### src/rtl/fp_pkg.sv
// Shared types and IEEE-754 single-precision constants for the FP divider.
package fp_pkg;
    typedef enum logic [1:0] {
        IDLE,
        DIVIDE,
        NORMALIZE,
        DONE
    } state_t;

    localparam int EXP_W = 8;
    localparam int MAN_W = 23;
    localparam int BIAS  = 127;

    // Magnitude patterns (sign excluded) for the special results.
    localparam logic [EXP_W+MAN_W-1:0] ZERO = '0;
    localparam logic [EXP_W+MAN_W-1:0] INF  = {{EXP_W{1'b1}}, {MAN_W{1'b0}}};
endpackage

### src/rtl/fp_mant_div.sv
// Restoring mantissa divider: one quotient bit per step, MSB first.
module fp_mant_div
    import fp_pkg::*;
#(
    parameter int ITER = 25
) (
    input  logic              clk_i,
    input  logic              reset_ni,
    input  logic              load,
    input  logic              step,
    input  logic [MAN_W:0]    dividend,
    input  logic [MAN_W:0]    divisor,
    output logic [ITER-1:0]   quotient,
    output logic              last
);
    localparam int CW = $clog2(ITER);

    logic [MAN_W+1:0] r_rem;
    logic [ITER-1:0]  r_quo;
    logic [CW-1:0]    r_cnt;
    logic             w_ge;
    logic [MAN_W:0]   w_diff;

    // rem stays below 2*divisor, so a successful subtraction always fits in MAN_W+1 bits.
    assign w_ge   = r_rem >= {1'b0, divisor};
    assign w_diff = r_rem[MAN_W:0] - divisor;

    always_ff @(posedge clk_i or negedge reset_ni) begin
        if (!reset_ni) begin
            r_rem <= '0;
            r_quo <= '0;
            r_cnt <= '0;
        end else if (load) begin
            r_rem <= {1'b0, dividend};
            r_quo <= '0;
            r_cnt <= '0;
        end else if (step) begin
            r_rem <= w_ge ? {w_diff, 1'b0} : {r_rem[MAN_W:0], 1'b0};
            r_quo <= {r_quo[ITER-2:0], w_ge};
            r_cnt <= r_cnt + CW'(1);
        end
    end

    assign quotient = r_quo;
    assign last     = step && (r_cnt == CW'(ITER - 1));
endmodule

### src/rtl/fp_divide.sv
// Fixed-latency IEEE-754 single-precision divider with truncation rounding.
module fp_divide #(
    parameter int BIAS = 127,
    parameter int ITER = 25
) (
    input  logic        clk_i,
    input  logic        reset_ni,
    input  logic        start_i,
    input  logic [31:0] a_i,
    input  logic [31:0] b_i,
    output logic        busy_o,
    output logic        done_o,
    output logic [31:0] quotient_o,
    output logic        div_by_zero_o
);
    import fp_pkg::*;

    state_t                   r_state, w_state_next;
    logic                     w_load, w_step, w_last;
    logic [ITER-1:0]          w_q;
    logic                     r_sa, r_sb;
    logic [EXP_W-1:0]         r_ea, r_eb;
    logic [MAN_W-1:0]         r_mb;
    logic [EXP_W+MAN_W-1:0]   r_res, w_res;
    logic                     r_dbz_pend, w_dbz;
    logic [31:0]              r_quotient;
    logic                     r_done, r_dbz;
    logic signed [9:0]        w_exp;
    logic [MAN_W-1:0]         w_mant;

    fp_mant_div #(.ITER(ITER)) u_mant (
        .clk_i    (clk_i),
        .reset_ni (reset_ni),
        .load     (w_load),
        .step     (w_step),
        .dividend ({1'b1, a_i[MAN_W-1:0]}),
        .divisor  ({1'b1, r_mb}),
        .quotient (w_q),
        .last     (w_last)
    );

    always_comb begin
        w_state_next = r_state;
        w_load       = 1'b0;
        w_step       = 1'b0;
        case (r_state)
            IDLE: begin
                if (start_i) begin
                    w_load       = 1'b1;
                    w_state_next = DIVIDE;
                end
            end
            DIVIDE: begin
                w_step = 1'b1;
                if (w_last) w_state_next = NORMALIZE;
            end
            NORMALIZE: w_state_next = DONE;
            DONE:      w_state_next = IDLE;
            default:   w_state_next = IDLE;
        endcase
    end

    // Special cases override the normalized result; a zero divisor wins over a zero dividend.
    always_comb begin
        w_exp  = 10'(r_ea) - 10'(r_eb) + 10'(BIAS) - 10'(!w_q[ITER-1]);
        w_mant = w_q[ITER-1] ? w_q[ITER-2 -: MAN_W] : w_q[ITER-3 -: MAN_W];
        w_res  = {w_exp[EXP_W-1:0], w_mant};
        w_dbz  = 1'b0;
        if (r_eb == '0) begin
            w_res = INF;
            w_dbz = 1'b1;
        end else if (r_ea == '0) begin
            w_res = ZERO;
        end else if (w_exp >= 10'sd255) begin
            w_res = INF;
        end else if (w_exp <= 10'sd0) begin
            w_res = ZERO;
        end
    end

    always_ff @(posedge clk_i or negedge reset_ni) begin
        if (!reset_ni) begin
            r_state    <= IDLE;
            r_sa       <= 1'b0;
            r_sb       <= 1'b0;
            r_ea       <= '0;
            r_eb       <= '0;
            r_mb       <= '0;
            r_res      <= '0;
            r_dbz_pend <= 1'b0;
            r_quotient <= '0;
            r_done     <= 1'b0;
            r_dbz      <= 1'b0;
        end else begin
            r_state <= w_state_next;
            r_done  <= 1'b0;
            if (w_load) begin
                r_sa <= a_i[EXP_W+MAN_W];
                r_ea <= a_i[EXP_W+MAN_W-1 -: EXP_W];
                r_sb <= b_i[EXP_W+MAN_W];
                r_eb <= b_i[EXP_W+MAN_W-1 -: EXP_W];
                r_mb <= b_i[MAN_W-1:0];
            end
            if (r_state == NORMALIZE) begin
                r_res      <= w_res;
                r_dbz_pend <= w_dbz;
            end
            if (r_state == DONE) begin
                r_quotient <= {r_sa ^ r_sb, r_res};
                r_dbz      <= r_dbz_pend;
                r_done     <= 1'b1;
            end
        end
    end

    assign busy_o        = (r_state != IDLE);
    assign done_o        = r_done;
    assign quotient_o    = r_quotient;
    assign div_by_zero_o = r_dbz;
endmodule

### config.mk
export PLATFORM = sky130hd
export DESIGN_NAME = fp_divide
export DESIGN_NICKNAME = d
export VERILOG_FILES = /design/src/rtl/fp_pkg.sv /design/src/rtl/fp_mant_div.sv /design/src/rtl/fp_divide.sv
export SDC_FILE = /design/constraint.sdc
export NUM_CORES = 1
export LEC_CHECK = 0
export CAP_MARGIN = 25
export CORE_AREA = 2 2 236 122
export DETAILED_ROUTE_END_ITERATION = 10
export DIE_AREA = 0 0 238 124
export GPL_ROUTABILITY_DRIVEN = 0
export SETUP_SLACK_MARGIN = 0.15
export SLEW_MARGIN = 20
export SYNTH_ARGS = -nofsm -noshare
export SYNTH_HDL_FRONTEND = slang
export SYNTH_HIERARCHICAL = 1
export SYNTH_SLANG_ARGS = --single-unit
### constraint.sdc
create_clock -name clk_i -period 5.7 [get_ports clk_i]
set_clock_uncertainty 0.2 [all_clocks]
set_input_delay 1.14 -clock clk_i [delete_from_list [all_inputs] [get_ports clk_i]]
set_output_delay 1.14 -clock clk_i [all_outputs]
set_load 0.02 [all_outputs]
==> flow_summary_export.csv <==
group,metric,value,unit
clock_network,post-cts-setup-buffers,0,
setup_path,cp_cell_sequence,"ha_1 -> nor2b_1 -> o21ai_0 -> a21boi_1 -> o21ai_0 -> nand2b_1 -> xnor2_1 -> ha_1 -> a21oi_4 -> nand2_2 -> or3_4 -> a2111o_1 -> mux2i_4 -> buf_4 -> o32ai_2",
sta,min_period_over_period,74.8,%
layout,antenna-diode-count,0,
logic_synthesis,syn_area,0.00946,mm2
layout,layout_commonest_cell,"dfrtp_1",
sta,drv_slew,0,
global_routing,grt_pass1_vias,6874,
global_routing,track_usage,16.4,%
logic_synthesis,syn-mean-instance-area,10.4,um2
sta,slew_at_the_pin_closest_to_its_max_slew_limit,0.954,ns
clock_network,max-clock-path-buffers,2,
layout,fillerInstances,2650,
detailed_routing,num_vias,6974,
logic_synthesis,yosysSeqAreaShare,43.4,%
min_path,hold_path.class,"reg -> reg",
setup_path,critical-path-slowest-cell,"a2111o_1",
setup_path,cp_slowest_stage_delay,0.45,ns
setup_path,worst_setup_path_start_kind,"register",
detailed_routing,met3RoutedLength,1150,um
setup_path,critical_path_class,"reg -> reg",
place,detailed_place_hpwl,16300,um
floorplan,core.rowCount,43,
layout,proportion_of_layout_cells_with_a_drive_suffix_above_1,15.4,%
clock_network,cts-buffers-inserted,17,
layout,fin_nets,1113,
detailed_routing,wl,23100,um
floorplan,coreArea,0.0273,mm2
sta,timing.final.hold_violations,0,
sta,tns,0,ns
logic_synthesis,synth_async_sr_flop_share,100,%
flow_run,max_cap_violations,0,
logic_synthesis,yosys.area.top_type_share,43.4,%
setup_path,timing.critical_path.arrival,4.36,ns
logic_synthesis,synth_area_leaders,"dfrtp_1, mux2_2, ha_1",
detailed_routing,wl_met2,9130,um
detailed_routing,drt_first_iter_violations,453,
layout,mostFrequentLayoutCells,"dfrtp_1, clkdlybuf4s50_1, inv_1",
floorplan,die_height,124,um
run_status,result_of_the_run,"complete, no violations",
clock_network,clock_latency,0.44,ns
setup_path,worst_ep_required_time,5.79,ns
sta,setup-violations-final,0,
logic_synthesis,post_synth_edffs,0,
detailed_routing,final_antenna_net_count,0,
logic_synthesis,synthesis.yosys.warnings,6,
sta,fin_crit,4.27,ns
clock_network,htree_num_levels,4,
clock_network,ctsResizeCount,0,
sta,fmax,234,MHz
sta,unrepaired_setup_endpoints_after_global_routing,"false",
floorplan,floorplan.die_area,0.0295,mm2
detailed_routing,drc_errors,0,
place,port-buffer-count,101,
detailed_routing,drt_pre_antenna_iters,5,
global_routing,global_route.overflow_total,0,
detailed_routing,via_per_inst,5.09,
clock_network,ctsRootBufferMaster,"clkbuf_16",
clock_network,cts.reportedPaths.clkPinSlew,0.06,ns
logic_synthesis,syn_inst,909,
logic_synthesis,distinct_cell_type_count_of_the_synthesized_netlist,70,
logic_synthesis,synth.ff_latch_count,164,
clock_network,clock_sinks,164,
layout,area_delta_synth_final,20.7,%
sta,timing.max_slew.rel_slack,36.4,%
floorplan,fp.dieW,238,um
floorplan,total_i_o_pin_count,102,
logic_synthesis,postSynth.topFlopCell,"dfrtp_1",
setup_path,setup.worst_path.end_class,"register",
detailed_routing,route.layer.met1.wl,12600,um
detailed_routing,routed_wire_length_per_instance,16.9,um
clock_network,ctsHoldBuffers,0,
setup_path,crit_path_max_fanout,23,
clock_network,tritoncts,"done",
detailed_routing,route.top_layer_used,"met5",
floorplan,floorplan.initialDensity,34.6,%
global_routing,grt_antenna_before_repair,1,
logic_synthesis,synth_top_cell_by_area,"dfrtp_1",
global_routing,grt_first_pass_wirelength,37500,um
global_routing,grt_start_max_net_pins,93,
-- metal layers --
| metal | GRT usage [%] | vias to the layer above |
|---|---|---|
| li1 | - | 3405 |
| met1 | 24.8 | 3415 |
| met2 | 22.7 | 136 |
| met3 | 4.23 | 16 |
| met4 | 5.08 | 2 |
| met5 | 0 | - |
-- worst paths after layout --
kind	start	to	slack, ns	cells past startpoint
max in group asynchronous	reset_ni	u_mant/r_rem[4]$_DFFE_PN0P_	3.63	2
hold / removal	quotient_o[15]$_DFFE_PN0P_	quotient_o[15]$_DFFE_PN0P_	0.30	1
hold reg to reg	quotient_o[15]$_DFFE_PN0P_	quotient_o[15]$_DFFE_PN0P_	0.30	1
min in group asynchronous	reset_ni	r_eb[4]$_DFFE_PN0P_	0.59	1
setup reg to reg	r_ea[1]$_DFFE_PN0P_	r_res[10]$_DFFE_PN0P_	1.43	15
setup / recovery	r_ea[1]$_DFFE_PN0P_	r_res[10]$_DFFE_PN0P_	1.43	15
-- area by class of cell --
type                            count  area (um2)  area share, %
Clock buffer                       18         439           3.85
Multi-Input combinational cell    611        4820           42.2
Inverter                           87         327           2.86
Clock inverter                     14         150           1.31
Tap cell                          360         450           3.94
Timing Repair Buffer              115        1120           9.85
Sequential cell                   164        4100           35.9
-- synthesized netlist by cell type, types with 14 or more instances --
cell / n
or3_1: 27
a21oi_1: 52
nor2_1: 64
dfrtp_1: 164
xnor2_1: 15
nor3_1: 21
o32ai_2: 20
mux2i_1: 53
xor2_1: 17
o21ai_0: 28
inv_1: 84
nand2_1: 34
mux2_2: 66
ha_1: 47
clkbuf_1: 35
a21o_1: 14
-- stage by stage --
step | util (%) | area [um2] | instances | worst slack (ns) | hold WS, ns
after CTS | 41.7 | 11400 | 1368 | 1.44 | 0.309
after floorplan | - | 9470 | 910 | 1.95 | 0.271
after detailed placement | 39.6 | 10800 | 1336 | 1.44 | 0.293
after global placement | 39.6 | 10800 | 1336 | 1.58 | 0.290
after global routing | 41.8 | 11400 | 1369 | 1.13 | 0.319
final | 41.8 | 11400 | 1369 | 1.43 | 0.304
-- critical path: cells and delay by family, from the launching register on --
kind | cells | cell delay [ns]
muxes | 1 | 0.14
buffers and inverters | 1 | 0.38
xor gates and xnor gates | 1 | 0.15
and+or+nand+nor | 4 | 0.74
DFF | 1 | 0.43
adders and majority gates | 2 | 0.69
AOI/OAI and AO/OA | 6 | 1.38
-- flip-flops by register name, indices dropped and copies added, names as in the netlist, 2 cells and up --
name / flops
r_mb: 23
r_eb: 8
r_state: 2
u_mant/r_cnt: 5
u_mant/r_rem: 25
r_ea: 8
u_mant/quotient: 25
r_res: 31
quotient_o: 32
-- logic make-up after synthesis --
group,after synthesis,share of synthesized area [%]
simple gates,216,11.7
compound gates,191,15.5
flops,164,43.4
buf+inv,135,5.84
mux,120,13.7
fa+ha+maj,50,6.85
xor+xnor,32,2.96
other cells,1,0.0396
Power is left out: the tool's default activity adds up to more than one toggle a clock period on the data nets, which glitch-free logic cannot reach.
